$ cat src/rtl/efuse_prog_sequencer.sv
// eFuse program sequencer: qualifies a start request, latches a 32-bit fuse word and
// strobes fuse_prog once per set bit. Define EFUSE_START_CHECK_EN to add start-pulse width checking.
module efuse_prog_sequencer #(
  parameter int unsigned PROG_CYCLES = 16,
  parameter int unsigned GAP_CYCLES  = 2
) (
  input  logic        clk_8M,
  input  logic        rst,
  input  logic        start_pulse,
  input  logic [31:0] prog_data,
  output logic [4:0]  fuse_addr,
  output logic        fuse_prog,
  output logic        busy,
  output logic        done,
  output logic        err
);

  typedef enum logic [2:0] {IDLE, QUAL, LOAD, PROG, GAP, DONE} state_t;

  localparam logic [7:0] PROG_LAST = 8'(PROG_CYCLES - 1);
  localparam logic [7:0] GAP_LAST  = 8'(GAP_CYCLES - 1);
  localparam logic [4:0] ADDR_LAST = 5'd31;

  state_t      state, state_d;
  logic [7:0]  cnt, cnt_d;
  logic [4:0]  addr_d;
  logic [31:0] data_q, data_d;
  logic        start_q;
  logic        start_edge;
  logic        cur_bit;
  logic        last_bit;
  logic        prog_d;

`ifdef EFUSE_START_CHECK_EN
  localparam logic [7:0] QUAL_OK  = 8'd7;
  localparam logic [7:0] QUAL_MAX = 8'd15;
  logic        err_q, err_d;
`endif

  assign start_edge = start_pulse & ~start_q;
  assign cur_bit    = data_q[fuse_addr];
  assign last_bit   = (fuse_addr == ADDR_LAST);

  always_comb begin
    state_d = state;
    cnt_d   = cnt;
    addr_d  = fuse_addr;
    data_d  = data_q;
    prog_d  = 1'b0;
`ifdef EFUSE_START_CHECK_EN
    err_d   = 1'b0;
`endif
    case (state)
      IDLE: begin
        if (start_edge) begin
`ifdef EFUSE_START_CHECK_EN
          state_d = QUAL;
          cnt_d   = 8'd1;
`else
          state_d = LOAD;
`endif
        end
      end
`ifdef EFUSE_START_CHECK_EN
      // Exactly seven high samples qualify; a pulse stuck high is aborted at fifteen.
      QUAL: begin
        if (start_pulse) begin
          if (cnt == QUAL_MAX - 8'd1) begin
            err_d   = 1'b1;
            state_d = IDLE;
            cnt_d   = 8'd0;
          end else begin
            cnt_d = cnt + 8'd1;
          end
        end else begin
          cnt_d = 8'd0;
          if (cnt == QUAL_OK) begin
            state_d = LOAD;
          end else begin
            err_d   = 1'b1;
            state_d = IDLE;
          end
        end
      end
`endif
      LOAD: begin
        data_d  = prog_data;
        addr_d  = 5'd0;
        cnt_d   = 8'd0;
        state_d = PROG;
      end
      PROG: begin
        if (cur_bit) begin
          if (cnt == PROG_LAST) begin
            cnt_d   = 8'd0;
            state_d = GAP;
          end else begin
            cnt_d = cnt + 8'd1;
          end
        end else if (last_bit) begin
          state_d = DONE;
        end else begin
          addr_d = fuse_addr + 5'd1;
        end
      end
      GAP: begin
        if (cnt == GAP_LAST) begin
          cnt_d = 8'd0;
          if (last_bit) begin
            state_d = DONE;
          end else begin
            addr_d  = fuse_addr + 5'd1;
            state_d = PROG;
          end
        end else begin
          cnt_d = cnt + 8'd1;
        end
      end
      DONE: begin
        state_d = IDLE;
        addr_d  = 5'd0;
      end
      default: begin
        state_d = IDLE;
        cnt_d   = 8'd0;
        addr_d  = 5'd0;
      end
    endcase
    // Strobe is registered: look ahead at the bit the next cycle will service.
    prog_d = (state_d == PROG) && ((state == LOAD) ? prog_data[0] : data_q[addr_d]);
  end

  always_ff @(posedge clk_8M or negedge rst) begin
    if (!rst) begin
      state     <= IDLE;
      cnt       <= 8'd0;
      fuse_addr <= 5'd0;
      data_q    <= 32'd0;
      start_q   <= 1'b0;
      fuse_prog <= 1'b0;
`ifdef EFUSE_START_CHECK_EN
      err_q     <= 1'b0;
`endif
    end else begin
      state     <= state_d;
      cnt       <= cnt_d;
      fuse_addr <= addr_d;
      data_q    <= data_d;
      start_q   <= start_pulse;
      fuse_prog <= prog_d;
`ifdef EFUSE_START_CHECK_EN
      err_q     <= err_d;
`endif
    end
  end

  assign busy = (state != IDLE);
  assign done = (state == DONE);
`ifdef EFUSE_START_CHECK_EN
  assign err  = err_q;
`else
  assign err  = 1'b0;
`endif

endmodule

$ cat config.mk
export PLATFORM = sky130hd
export DESIGN_NAME = efuse_prog_sequencer
export DESIGN_NICKNAME = d
export VERILOG_FILES = /design/src/rtl/efuse_prog_sequencer.sv
export SDC_FILE = /design/constraint.sdc
export NUM_CORES = 1
export LEC_CHECK = 0
export ABC_AREA = 1
export CAP_MARGIN = 20
export CELL_PAD_IN_SITES_DETAIL_PLACEMENT = 0
export CELL_PAD_IN_SITES_GLOBAL_PLACEMENT = 1
export CORE_ASPECT_RATIO = 1.2
export CORE_MARGIN = 2
export CORE_UTILIZATION = 36
export DETAILED_ROUTE_END_ITERATION = 8
export GPL_TIMING_DRIVEN = 0
export PLACE_DENSITY = 0.83
export SLEW_MARGIN = 5
export SYNTH_ARGS = -nofsm -noshare
export SYNTH_HDL_FRONTEND = slang
export SYNTH_SLANG_ARGS = --single-unit
$ cat constraint.sdc
create_clock -name clk_8M -period 5.1 [get_ports clk_8M]
set_clock_uncertainty 0.2 [all_clocks]
set_input_delay 0.765 -clock clk_8M [delete_from_list [all_inputs] [get_ports clk_8M]]
set_output_delay 0.765 -clock clk_8M [all_outputs]
set_load 0.01 [all_outputs]
==> impl_metrics.ini <==
[status]
outcome = finished clean

[synth]
synth-edff-count = 0
synthesis.nets = 468
ys.warnings.count = 0
yosysTopAreaCellShare = 0.407
synthTopCellsByCount = nand2_1 (115), nand3_1 (84), inv_1 (56), dfrtp_1 (50), o21ai_0 (38)
synth_area_leaders = dfrtp_1 (41%), nand2_1 (14%), nand3_1 (14%)
ys_ff_latch = 50
ys_seq_area_frac = 0.407
synth_flop_cell = dfrtp_1
yosysMostFrequentCell = nand2_1
syn-cell-area_um2 = 3070
yosysTopAreaCell = dfrtp_1
ys_types = 37
avgSynthCellArea_um2 = 7.14
synthArstFlopShare = 1.00
syn_inst = 430

[floorplan]
core_um2 = 8200
rows = 36
ios = 44
initial_core_util = 0.375
die_w_um = 88.3
dieArea_um2 = 9290
die_y_um = 105

[placement]
place_inst = 587
placed_area_um2 = 3650
io_buffers = 42
dp_slack_ps = 2050
dp_hpwl_mm = 6.31
gp_congestion = 0.915

[critical_path]
crit_fanout = 10
path_common_cell = nand3_1
start_kind = flop
cp_slowest_stage_delay_ps = 520
required_ps = 5130
path_buf_inv = 1
end_kind = flop
cp.arrival_ps = 3130
path_cells = ha_1, nand3_2, nor2_4, xor2_2, o22ai_1, a21oi_4, buf_2, nand3_1, nand3_1, nand3_1, nand3_1, nand2_1, nand2_1, nand3_1, a21oi_1
cp_slowest_cell = dfrtp_1
crit_family = simple AND/OR/NAND/NOR gates
critPathKind = reg2reg

[grt]
grt_pass1_vias = 3022
grt_usage = 0.195
antenna_found_initial = 0
grt_pass1_wl_mm = 14.5
grt_max_degree = 31
grt.overflow.total = 0

[timing]
finalMaxSlewViolations = 0
fmax_mhz = 323
setup_slack_ps = 2010
rsz0062_at_grt = no
holdWs_ps = 213
hold_violations = 0
period_minus_slack_ps = 3090
setup_violations = 0
fin_setup_tns_ps = 0
post-route-period-util = 0.606
slew_headroom = 0.520
worst_slew_pin_slew_ps = 717

[detailed_routing]
drc = 0
ant_nets = 0
wl_mm = 8.48
wire_per_inst_um = 14.3
vias = 3021
viasPerCell = 5.09
drtIter0Drc = 234
first_pass_iters = 5

[clock_tree]
htreeDepth = 2
postCtsHoldBufs = 0
cts_made_buffers = 5
cts.repair.resized = 0
cts.sinks = 50
postCtsSetupBuffers = 0
clk_latency_ps = 310
clkTransAtPathRegs_ps = 90
clockBufferDepth = 2
cts_tree = yes
cts_root_buffer = clkbuf_8

[flow_run]
cap_violations = 0

[finish]
nets = 518
fin_area_um2 = 3760
fill_cells = 878
fin_cells = 594
n_antenna_cell = 0
drive_gt1_frac = 0.0708
final_util = 0.459
area_delta_synth_final_pct = 22.5

[power]
design_power_total_mw = 2.20
ir_worst_vdd_uv = 218
p_per_area_nw_per_um2 = 586
p_leak_nw = 1.72

[hold_path]
hold_path.class = in2async
[state kept, by name (all words and copies together), names as in the netlist]
name       cells
start_q        1
fuse_prog      1
fuse_addr      5
cnt            8
data_q        32
state          3
[layer usage]
layer | vias up | wire length, um | global-route usage
li1 | 1490 | - | -
met1 | 1446 | 3800 | 0.255
met2 | 76 | 4270 | 0.337
met3 | 9 | 335 | 0.0245
met4 | 0 | 76 | 0.0498
met5 | - | 0 | 0
[cells by family (layout without fill, tap and decap cells)]
family	count (synthesis)	count (layout)	synth area share
compound gates	52	52	0.0962
xor+xnor	3	3	0.0110
fa+ha+maj	3	3	0.0122
buf+inv	74	124	0.103
flops	50	50	0.407
other cells	1	1	0.00122
simple gates	247	247	0.368
[placed cells by master (no fill, tap or decap), drive strengths merged]
master,netlist,routed
bufinv,0,1
nand4,1,1
clkbuf,6,12
o221ai,3,3
a31oi,1,1
conb,1,1
nor2,28,28
a22oi,1,1
o21ai,39,39
ha,3,3
inv,57,57
nand2,119,119
o2111ai,1,1
buf,10,12
clkinv,1,1
clkdlybuf4s50,0,41
nor3,5,5
nand3,88,88
nand3b,2,2
o211ai,1,1
o22ai,2,2
or2,2,2
a21oi,4,4
nor3b,2,2
xor2,3,3
dfrtp,50,50
[where the power goes]
part           switching, mW  leakage, nW  internal, mW  total [mW]
clock                  0.135       0.0573         0.157       0.292
combinational          0.837         1.03         0.437        1.27
sequential            0.0797        0.637         0.556       0.636
[final timing paths]
kind | endpoint | start | depth (start not counted) | slack [ps]
max | fuse_prog | fuse_addr[0] | 15 | 2010
min | data_q[20] | rst | 1 | 210
max reg2reg | fuse_prog | fuse_addr[0] | 15 | 2010
min reg2reg | cnt[6] | cnt[6] | 1 | 300
max in group asynchronous | data_q[0] | rst | 2 | 3950
min in group clk_8M | cnt[6] | cnt[6] | 1 | 300
[worst reg2reg max path, delay by kind of cell (launching register included)]
| family | cells | cell delay, ps |
|---|---|---|
| DFF | 1 | 520 |
| buffers and inverters | 1 | 310 |
| and+or+nand+nor | 9 | 910 |
| adders and majority gates | 1 | 280 |
| AOI/OAI and AO/OA | 3 | 600 |
| xor gates and xnor gates | 1 | 200 |
[layout make-up]
| cell class | count | area, um^2 | area share |
|---|---|---|---|
| multi-input combinational | 306 | 1500 | 0.399 |
| buffer | 16 | 100 | 0.0266 |
| timing repair buffer | 43 | 435 | 0.116 |
| inverter | 58 | 218 | 0.0579 |
| sequential | 50 | 1250 | 0.333 |
| tap | 114 | 143 | 0.0379 |
| clock inverter | 1 | 30.0 | 0.00798 |
| clock buffer | 6 | 82.6 | 0.0220 |
Note: power is estimated with default switching activity, not from simulation.
